### config.mk
export PLATFORM = sky130hd
export DESIGN_NAME = secure_access_gateway
export DESIGN_NICKNAME = d
export VERILOG_FILES = /design/src/rtl/sag_pkg.sv /design/src/rtl/sag_rsp_serializer.sv /design/src/rtl/secure_access_gateway.sv
export SDC_FILE = /design/constraint.sdc
export NUM_CORES = 1
export LEC_CHECK = 0
export ABC_CLOCK_PERIOD_IN_PS = 4400
export CORE_UTILIZATION = 30
export DETAILED_ROUTE_END_ITERATION = 8
export PLACE_DENSITY = 0.64
export SYNTH_ARGS = -nofsm -noshare
export SYNTH_HDL_FRONTEND = slang
export SYNTH_SLANG_ARGS = --single-unit
### constraint.sdc
create_clock -name clk -period 4.4 [get_ports clk]
set_clock_uncertainty 0.15 [all_clocks]
set_input_delay 0.44 -clock clk [delete_from_list [all_inputs] [get_ports clk]]
set_output_delay 0.44 -clock clk [all_outputs]
set_load 0.05 [all_outputs]
### src/rtl/sag_pkg.sv
// Shared types and constants for the secure access gateway: FSM states,
// header magic, response prefix and error codes.
package sag_pkg;

  typedef enum logic [2:0] {
    ST_IDLE  = 3'd0,
    ST_KEY   = 3'd1,
    ST_CHECK = 3'd2,
    ST_RESP  = 3'd3,
    ST_LOCK  = 3'd4
  } sag_state_e;

  localparam logic [7:0] MAGIC      = 8'hA5;
  localparam logic [7:0] ERR_PREFIX = 8'hEE;
  localparam logic [7:0] ERR_MAGIC  = 8'h01;
  localparam logic [7:0] ERR_KEY    = 8'h02;
  localparam logic [7:0] ERR_ACCESS = 8'h03;

endpackage

### src/rtl/sag_rsp_serializer.sv
// Response word sequencer: loads either the full private payload or a single
// error word, then presents words MSW first, advancing only on handshake.
module sag_rsp_serializer
  import sag_pkg::*;
#(
  parameter int PKT_S = 32,
  parameter int D_S   = 128
) (
  input  logic             clk,
  input  logic             rst,
  input  logic             load,
  input  logic             grant,
  input  logic [D_S-1:0]   payload,
  input  logic [7:0]       code,
  input  logic             rd_ready,
  output logic [PKT_S-1:0] data_out,
  output logic             rsp_valid,
  output logic             done
);

  localparam int NW = D_S / PKT_S;
  localparam int CW = $clog2(NW + 1);

  logic [D_S-1:0]   sr_reg;
  logic [CW-1:0]    left_reg;
  logic             valid_reg;
  logic [PKT_S-1:0] err_word;
  logic [D_S-1:0]   err_frame;
  logic             hs;
  logic             last;

  always_comb begin
    err_word                = '0;
    err_word[PKT_S-1 -: 8]  = ERR_PREFIX;
    err_word[7:0]           = code;
    err_frame               = '0;
    err_frame[D_S-1 -: PKT_S] = err_word;
  end

  assign hs   = valid_reg && rd_ready;
  assign last = (left_reg == CW'(1));
  assign done = hs && last;

  // The outgoing word is always the top slice of the shift register.
  always_ff @(posedge clk or negedge rst) begin
    if (!rst) begin
      sr_reg    <= '0;
      left_reg  <= '0;
      valid_reg <= 1'b0;
    end else if (load) begin
      valid_reg <= 1'b1;
      if (grant) begin
        sr_reg   <= payload;
        left_reg <= CW'(NW);
      end else begin
        sr_reg   <= err_frame;
        left_reg <= CW'(1);
      end
    end else if (hs) begin
      if (last) begin
        valid_reg <= 1'b0;
        sr_reg    <= '0;
        left_reg  <= '0;
      end else begin
        sr_reg   <= sr_reg << PKT_S;
        left_reg <= left_reg - CW'(1);
      end
    end
  end

  assign data_out  = sr_reg[D_S-1 -: PKT_S];
  assign rsp_valid = valid_reg;

endmodule

### src/rtl/secure_access_gateway.sv
// Request/response access gateway: header + key hash in, private data or an
// error word out, with consecutive-failure lockout.
module secure_access_gateway
  import sag_pkg::*;
#(
  parameter int PKT_S    = 32,
  parameter int D_S      = 128,
  parameter int KH_S     = 64,
  parameter int DT_S     = 3,
  parameter int ACR_S    = 8,
  parameter int MAX_FAIL = 3,
  parameter int LOCK_CYC = 16
) (
  input  logic                             clk,
  input  logic                             rst,
  input  logic [PKT_S-1:0]                 data_in,
  input  logic                             req_valid,
  output logic                             req_ready,
  output logic [PKT_S-1:0]                 data_out,
  output logic                             rsp_valid,
  input  logic                             rd_ready,
  input  logic [(2**DT_S)*ACR_S-1:0]       access_reg,
  input  logic [KH_S-1:0]                  key_ref,
  input  logic [D_S-1:0]                   priv_data,
  output logic                             lock_active,
  output logic [$clog2(MAX_FAIL+1)-1:0]    fail_cnt
);

  localparam int NT   = 2 ** DT_S;
  localparam int KW   = KH_S / PKT_S;
  localparam int KC_W = (KW > 1) ? $clog2(KW) : 1;
  localparam int FC_W = $clog2(MAX_FAIL + 1);
  localparam int TM_W = $clog2(LOCK_CYC + 1);

  if ((D_S % PKT_S) != 0 || (KH_S % PKT_S) != 0 || PKT_S < 16 || MAX_FAIL < 1) begin : g_bad_params
    $error("secure_access_gateway: illegal parameter combination");
  end

  sag_state_e       state_reg, state_next;
  logic             alive_reg;
  logic [DT_S-1:0]  type_reg;
  logic [KH_S-1:0]  key_sr_reg;
  logic [KC_W-1:0]  key_cnt_reg;
  logic [FC_W-1:0]  fail_cnt_reg;
  logic [TM_W-1:0]  timer_reg;

  logic [NT-1:0]    permit;
  logic             magic_ok;
  logic             key_ok;
  logic             chk_grant;
  logic [7:0]       chk_code;
  logic             req_hs;
  logic             key_last;
  logic             lock_due;
  logic             ser_load;
  logic             ser_grant;
  logic [7:0]       ser_code;
  logic             rsp_done;
  logic             unused_bits;

  // Only bit 0 of each access-control field carries meaning.
  for (genvar gi = 0; gi < NT; gi++) begin : g_permit
    assign permit[gi] = access_reg[gi*ACR_S];
  end

  assign unused_bits = ^{access_reg, data_in};

  assign magic_ok  = (data_in[PKT_S-1 -: 8] == MAGIC);
  assign key_ok    = (key_sr_reg == key_ref);
  assign chk_grant = key_ok && permit[type_reg];
  assign chk_code  = key_ok ? ERR_ACCESS : ERR_KEY;
  assign req_hs    = req_valid && req_ready;
  assign key_last  = (key_cnt_reg == KC_W'(KW - 1));
  assign lock_due  = (fail_cnt_reg == FC_W'(MAX_FAIL));

  always_ff @(posedge clk or negedge rst) begin
    if (!rst) state_reg <= ST_IDLE;
    else      state_reg <= state_next;
  end

  always_comb begin
    state_next = state_reg;
    case (state_reg)
      ST_IDLE:  if (req_hs) state_next = magic_ok ? ST_KEY : ST_RESP;
      ST_KEY:   if (req_hs && key_last) state_next = ST_CHECK;
      ST_CHECK: state_next = ST_RESP;
      ST_RESP:  if (rsp_done) state_next = lock_due ? ST_LOCK : ST_IDLE;
      ST_LOCK:  if (timer_reg <= TM_W'(1)) state_next = ST_IDLE;
      default:  state_next = ST_IDLE;
    endcase
  end

  // alive_reg holds req_ready low until the first edge after reset release.
  always_comb begin
    req_ready   = 1'b0;
    lock_active = 1'b0;
    ser_load    = 1'b0;
    ser_grant   = 1'b0;
    ser_code    = ERR_MAGIC;
    case (state_reg)
      ST_IDLE: begin
        req_ready = alive_reg;
        ser_load  = req_valid && alive_reg && !magic_ok;
      end
      ST_KEY:   req_ready = alive_reg;
      ST_CHECK: begin
        ser_load  = 1'b1;
        ser_grant = chk_grant;
        ser_code  = chk_code;
      end
      ST_LOCK:  lock_active = 1'b1;
      default:  ;
    endcase
  end

  always_ff @(posedge clk or negedge rst) begin
    if (!rst) begin
      alive_reg    <= 1'b0;
      type_reg     <= '0;
      key_sr_reg   <= '0;
      key_cnt_reg  <= '0;
      fail_cnt_reg <= '0;
      timer_reg    <= '0;
    end else begin
      alive_reg <= 1'b1;
      case (state_reg)
        ST_IDLE: if (req_hs && magic_ok) begin
          type_reg    <= data_in[DT_S-1:0];
          key_cnt_reg <= '0;
        end
        ST_KEY: if (req_hs) begin
          key_sr_reg  <= (key_sr_reg << PKT_S) | KH_S'(data_in);
          key_cnt_reg <= key_cnt_reg + KC_W'(1);
        end
        ST_CHECK: begin
          if (chk_grant)
            fail_cnt_reg <= '0;
          else if (fail_cnt_reg < FC_W'(MAX_FAIL))
            fail_cnt_reg <= fail_cnt_reg + FC_W'(1);
        end
        ST_RESP: if (rsp_done && lock_due) begin
          fail_cnt_reg <= '0;
          timer_reg    <= TM_W'(LOCK_CYC);
        end
        ST_LOCK: if (timer_reg != '0) timer_reg <= timer_reg - TM_W'(1);
        default: ;
      endcase
    end
  end

  assign fail_cnt = fail_cnt_reg;

  sag_rsp_serializer #(
    .PKT_S (PKT_S),
    .D_S   (D_S)
  ) u_rsp (
    .clk       (clk),
    .rst       (rst),
    .load      (ser_load),
    .grant     (ser_grant),
    .payload   (priv_data),
    .code      (ser_code),
    .rd_ready  (rd_ready),
    .data_out  (data_out),
    .rsp_valid (rsp_valid),
    .done      (rsp_done)
  );

endmodule

==> metrics.md, run 1 <==
| Metric | Value |
|---|---|
| All-Layer GR Usage | `16.9%` |
| Leakage | `5.58 nW` |
| Crit path DAT | `2.32 ns` |
| H-tree depth | `1` |
| Final Non-Filler Cells | `~1,600` |
| Area of the core | `approximately 0.035 mm^2` |
| Vias in the first global route | `around 8,400` |
| Die Width | `189 um` |
| Largest net degree at the start of global routing | `between 100 and 150` |
| PostCTS Resize Cnt | `0` |
| Final GP Congestion | `0.806` |
| Layout Utilization | `41.5%` |
| Seq cells post-synth | `about 210` |
| Final hold vios | `0` |
| # hold bufs at CTS | `1` |
| Cells after Synth | `898` |
| Setup bufs post-CTS | `0` |
| Place WS | `1.08 ns` |
| Avg WL per Cell | `about 20 um` |
| Clock Pin Slew Worst Setup and Hold Paths | `around 0.060 ns` |
| Reg-to-reg critical path startpoint | `key_sr_reg[5]` |
| Mean Syn Cell Area | `between 10 and 15 um^2` |
| Critical Path Source Type | `flip-flop` |
| Num ports | `~330` |
| CP required | `about 3.8 ns` |
| Most common cell in the netlist | `dfrtp_1` |
| Min-delay src | `u_rsp.sr_reg[11]` |
| Placed insts | `1,524` |
| Max cap viols | `0` |
| Port Buffers | `approximately 270` |
| WL final | `roughly 31,000 um` |
| Worst rel slew slack | `between 30% and 40%` |
| Critical path peak fanout | `10` |
| Layout area overhead | `36.3%` |
| Maximum vdd drop | `0.000432 V` |
| Post-synthesis cell area | `0.0105 mm^2` |
| Via/cell ratio | `slightly above 5` |
| FF-to-FF End | `u_rsp.sr_reg[4]` |
| Synth cell types | `55` |
| Setup-failing EPs final | `0` |
| DR iter-0 viols | `roughly 470` |
| Placement row count | `68` |
| Post-route setup slack | `1.49 ns` |
| Period utilization | `around two thirds` |
| Die height | `approximately 190 um` |
| Synth warn | `0` |
| Area share of the largest cell type after synthesis | `between 50 and 60%` |
| Worst-case reg-to-reg path depth | `6` |
| Sinks on Clock Net | `around 210` |
| Hold EP | `u_rsp.sr_reg[11]` |
| CP endpoint kind | `output port` |
| Most used DFF post-synth | `dfrtp_1` |
| Max reg flops | `~130` |
| Worst Tran Pin Value | `just over 1 ns` |
| Min-Delay Path Class | `reg2reg` |
| Initial antenna violation count | `3` |
| Number of synthesized flops with an enable pin | `0` |
| Drc violations | `0` |
| CP Class | `reg2out` |
| Min cycle time layout | `~2.9 ns` |
| Maximum clock insertion buffer count | `3` |
| Clock root cell | `clkbuf_16` |
| Outcome | `finished clean` |
| Max-slew violation count | `0` |
| Worst-Skew Late Latency | `0.52 ns` |
| Initial Util | `a little under a third` |
| Via count | `slightly above 8,000` |
| Die ar. | `about 0.036 mm^2` |
| DRT Pass-1 Iters | `5` |
| Share of layout cells above drive strength 1 | `between 10% and 20%` |
| Fin Setup TNS | `0 ns` |
| Post-synth ARST share | `100%` |
| Fillers | `3,347` |
| Reg2Reg Setup Slack | `1.52 ns` |
| Synth area leaders | `dfrtp_1, o2bb2ai_1, mux2_2` |
| Commonest cells post-synth | `dfrtp_1, o21ai_0, o2bb2ai_1` |
| Seq/Total Area, Yosys | `between 50% and 60%` |
| RSZ-0062 raised after global routing | `false` |
| First-pass GRT wire length | `48,000 um` |
| PwrDens | `approximately 530 mW/mm^2` |
| Cells on Worst Hold Path | `1` |
| CTS tree | `built` |
| Fmax | `between 300 and 400 MHz` |
| Final HPWL from detailed placement | `~20,000 um` |
| ANT nets after route | `0` |
| Post-synth top area cell | `dfrtp_1` |
| Cts bufs inserted | `26` |
| Synth Net Count | `around 1,200` |
| Nets | `between 1,000 and 1,500` |
| Grt ovf | `0` |
[worst max path at each step]
stage	start	to	slack (ns)	cells past startpoint
2_1_floorplan	state_reg[0]	timer_reg[4]	1.50	6
5_1_grt	state_reg[2]	lock_active	1.30	2
3_5_place_dp	key_ref[44]	u_rsp.sr_reg[4]	1.08	7
3_3_place_gp	key_ref[58]	u_rsp.sr_reg[9]	1.11	7
6_report	state_reg[2]	lock_active	1.49	2
4_1_cts	state_reg[2]	lock_active	1.44	2
[where the power goes]
part	internal (mW)	switching (mW)	total, mW
Clock	1.54	0.860	2.40
Sequential	2.32	0.345	2.67
Combinational	1.00	1.46	2.46
Total	4.87	2.67	7.54
[cells in the final DEF (no fill, tap or decap), types with 5 or more instances in the layout]
cell	n
a21oi_1	15
a221oi_1	6
a31o_1	79
a31o_2	9
a32o_1	32
buf_12	6
buf_4	6
bufinv_16	5
clkbuf_16	27
clkbuf_8	8
clkdlybuf4s50_1	271
dfrtp_1	211
ha_1	6
inv_1	5
mux2_2	68
nand2_1	15
nand4_1	18
nor2_1	15
nor3_1	6
o21ai_0	90
o2bb2ai_1	88
xnor2_1	64
[cell type report]
type | instances | area (um^2) | share of cell area (%)
Multi-Input combinational cell | 569 | 4580 | 32.0
Clock inverter | 11 | 189 | 1.32
Antenna cell | 3 | 7.51 | 0.0523
Inverter | 5 | 18.8 | 0.131
Tap cell | 455 | 569 | 3.97
Timing Repair Buffer | 285 | 2900 | 20.2
Sequential cell | 211 | 5280 | 36.8
Clock buffer | 37 | 793 | 5.53
[critical path, cell delays in order (launching register included)]
cell             delay [ns]
dfrtp_1                0.55
nor3b_1                0.38
clkdlybuf4s50_1        0.87
[layer usage]
layer | vias to the layer above | wire (um) | global-route usage [%] | share of wire, %
li1 | 3796 | - | - | -
met1 | 4110 | 13400 | 22.1 | 43
met2 | 197 | 14900 | 27.8 | 48
met3 | 63 | 1610 | 3.19 | 5.2
met4 | 2 | 1020 | 6.23 | 3.3
met5 | - | 13 | 0 | 0.042
[cell families after synthesis]
kind of cell / Yosys count / synth area share (%)
muxes: 73 / 7.87
AOI/OAI and AO/OA: 337 / 24.6
and+or+nand+nor: 85 / 4.52
buffers and inverters: 118 / 6.50
other: 1 / 0.0356
xor gates and xnor gates: 67 / 5.57
DFF: 211 / 50.2
adders and majority gates: 6 / 0.713
[through the flow]
stage	power, mW	instance area (um^2)	hold slack (ns)
after floorplan	4.38	10500	-0.00559
after global placement	5.13	13300	0.318
after detailed placement	5.17	13300	0.325
after CTS	7.63	14300	0.335
after global routing	7.96	14300	0.345
final	7.54	14300	0.333
(Power assumes the default switching activity.)
==> inputs of run 2 (changes only) <==
--- a/config.mk
+++ b/config.mk
@@ -5,7 +5,7 @@
 export SDC_FILE = /design/constraint.sdc
 export NUM_CORES = 1
 export LEC_CHECK = 0
-export ABC_CLOCK_PERIOD_IN_PS = 4400
+export ABC_CLOCK_PERIOD_IN_PS = 2900
 export CORE_UTILIZATION = 30
 export DETAILED_ROUTE_END_ITERATION = 8
 export PLACE_DENSITY = 0.64
==> constraint.sdc (replaced) <==
create_clock -name clk -period 2.9 [get_ports clk]
set_clock_uncertainty 0.15 [all_clocks]
set_input_delay 0.29 -clock clk [delete_from_list [all_inputs] [get_ports clk]]
set_output_delay 0.29 -clock clk [all_outputs]
set_load 0.05 [all_outputs]
==> run 2 against run 1 <==
  * Combinational power up 61%
  * First-iteration DRC count is 8.7% higher
  * Clock-buffer cell count grew 4
  * Worst hold slack got worse by 0.15 ns
  * Highest routed layer is now met4
  * Largest cell class unchanged
  * Critical path type unchanged
  * Clock power is 35% higher
  * Setup slack got worse by 1.2 ns
==> metrics.md, run 2 (synthesis gave the netlist of run 1 again) <==
| Metric | Value |
|---|---|
| Period utilization | `between 90 and 100%` |
| Final HPWL from detailed placement | `21,600 um (was 20,400 um)` |
| All-Layer GR Usage | `17.5% (was 16.9%)` |
| Drc violations | `0 (unchanged)` |
| Final Non-Filler Cells | `1,592 (was 1,576)` |
| Most frequent cells in the layout | `clkdlybuf4s50_1, dfrtp_1, o21ai_0, o2bb2ai_1, a31o_1 (unchanged)` |
| WL final | `31,300 um (was 31,000 um)` |
| Critical path peak fanout | `10 (unchanged)` |
| Fin Setup TNS | `0 ns (unchanged)` |
| Clock Pin Slew Worst Setup and Hold Paths | `0.06 ns (about the same)` |
| Min cycle time layout | `between 2 and 3 ns` |
| Nets | `1,412 (was 1,396)` |
| Layout Utilization | `42.0% (was 41.5%)` |
| DR iter-0 viols | `512 (was 471)` |
| Num ports | `329 (unchanged)` |
| CP Class | `reg2out (unchanged)` |
| H-tree depth | `1 (unchanged)` |
| CP required | `2.46 ns (was 3.81 ns)` |
| Die height | `189 um (unchanged)` |
| Die ar. | `0.0358 mm^2 (unchanged)` |
| Die Width | `189 um (unchanged)` |
| Hold_ws | `0.188 ns (was 0.333 ns)` |
| Via count | `8,229 (was 8,168)` |
| Initial antenna violation count | `6 (was 3)` |
| # hold bufs at CTS | `1 (unchanged)` |
| Cts bufs inserted | `26 (unchanged)` |
| Area of the core | `0.0345 mm^2 (unchanged)` |
| Sinks on Clock Net | `211 (unchanged)` |
| RSZ-0062 raised after global routing | `false (unchanged)` |
| ANT nets after route | `0 (unchanged)` |
| DRT Pass-1 Iters | `4 (was 5)` |
| Setup bufs post-CTS | `0 (unchanged)` |
| Crit-path cells | `nor3b_2, clkdlybuf4s50_1 (was nor3b_1, clkdlybuf4s50_1)` |
| Worst rel slew slack | `45.9% (was 32.7%)` |
| Cell family with most CP delay | `buffers and inverters (unchanged)` |
| Placement row count | `68 (unchanged)` |
| Leakage | `5.64 nW (was 5.58 nW)` |
| CP endpoint kind | `output port (unchanged)` |
| First-pass GRT wire length | `49,900 um (was 48,000 um)` |
| Final hold vios | `0 (unchanged)` |
| Total power | `11.2 mW (was 7.54 mW)` |
| Vias in the first global route | `8,722 (was 8,381)` |
| Max-slew violation count | `0 (unchanged)` |
| Clock root cell | `clkbuf_16 (unchanged)` |
| Layout area overhead | `37.7% (was 36.3%)` |
| Worst Tran Pin Value | `0.810 ns (was 1.01 ns)` |
| Commonest non-fill, non-tap cell in the layout | `clkdlybuf4s50_1 (unchanged)` |
| Min-Delay Path Class | `in2async (was reg2reg)` |
| Maximum clock insertion buffer count | `3 (unchanged)` |
| Port Buffers | `272 (unchanged)` |
| Critical Path Source Type | `flip-flop (unchanged)` |
| Fillers | `3,333 (was 3,347)` |
| Outcome | `finished clean (unchanged)` |
| Largest net degree at the start of global routing | `89 (was 123)` |
| Worst-Skew Late Latency | `0.52 ns (about the same)` |
| Max cap viols | `0 (unchanged)` |
| PwrDens | `775 mW/mm^2 (was 525 mW/mm^2)` |
| Maximum vdd drop | `0.000618 V (was 0.000432 V)` |
| Share of layout cells above drive strength 1 | `14.0% (was 13.2%)` |
| CTS tree | `built (unchanged)` |
| Crit-path max cell delay | `0.85 ns (was 0.87 ns)` |
| Setup-failing EPs final | `0 (unchanged)` |
| Crit path DAT | `2.20 ns (was 2.32 ns)` |
| Final GP Congestion | `0.809 (was 0.806)` |
| Sum of buffers and inverters on the critical path | `1 (unchanged)` |
| Fmax | `about 380 MHz` |
| Avg WL per Cell | `19.7 um (was 19.6 um)` |
| Via/cell ratio | `5.17 (was 5.18)` |
| Initial Util | `30.5% (unchanged)` |
| PostCTS Resize Cnt | `0 (unchanged)` |
| Max reg flops | `128 (unchanged)` |
| Placed insts | `1,540 (was 1,524)` |
| Critical path's slowest cell | `clkdlybuf4s50_1 (unchanged)` |
| Grt ovf | `0 (unchanged)` |
[run 2: changes by cell type in the layout (fill, tap and decap cells not counted)]
cell / delta
bufinv_16: -4
clkinv_2: -2
diode_2: +2
buf_4: +5
clkinvlp_4: +1
buf_12: +11
clkbuf_1: +4
nor3b_2: +1
nor3b_1: -1
inv_8: -1
[run 2: worst register-to-register path: stages, from the launching register on]
cell,delay (ns)
dfrtp_1,0.40
xnor2_1,0.38
nand4_1,0.18
nor4_1,0.42
and4_4,0.51
buf_12,0.24
a32o_1,0.21
[run 2: final cells by class]
| cell class | count | area, um^2 | share of cell area, % |
|---|---|---|---|
| inverters | 5 | 18.8 | 0.129 |
| clock buffers | 41 | 808 | 5.58 |
| well taps | 455 | 569 | 3.93 |
| multi-input cells | 569 | 4590 | 31.7 |
| repair buffers | 301 | 3160 | 21.8 |
| clock inverters | 5 | 55.1 | 0.380 |
| flip-flops and latches | 211 | 5280 | 36.4 |
| diodes | 5 | 12.5 | 0.0863 |
[run 2: where the power goes]
group	switching, mW	internal (mW)	total (mW)
combinational	2.27	1.69	3.96
clock	1.25	1.98	3.24
sequential	0.508	3.53	4.03
[run 2: worst paths after layout]
kind,to,from,slack (ns),cells past startpoint
setup / recovery,lock_active,state_reg[2],0.26,2
min in group clk,u_rsp.sr_reg[86],priv_data[86],0.21,2
setup reg to reg,u_rsp.sr_reg[6],key_sr_reg[12],0.35,6
hold / removal,key_sr_reg[44],rst,0.19,2
max in group asynchronous,key_sr_reg[9],rst,1.61,3
hold reg to reg,u_rsp.sr_reg[30],u_rsp.sr_reg[30],0.33,1
[run 2: through the flow]
| step | worst slack [ns] | instance area (um^2) |
|---|---|---|
| after CTS | 0.229 | 14500 |
| after global routing | 0.130 | 14500 |
| after global placement | 0.0907 | 13600 |
| after floorplan | 0.549 | 10500 |
| final | 0.259 | 14500 |
| after detailed placement | 0.0844 | 13600 |
[run 2: routing by layer]
metal,GRT usage [%],up-vias,routed length [um]
met4,5.92,0,832
met3,3.35,48,1660
met1,22.6,4150,13400
met2,29.2,204,15500
met5,0,-,0
li1,-,3827,-
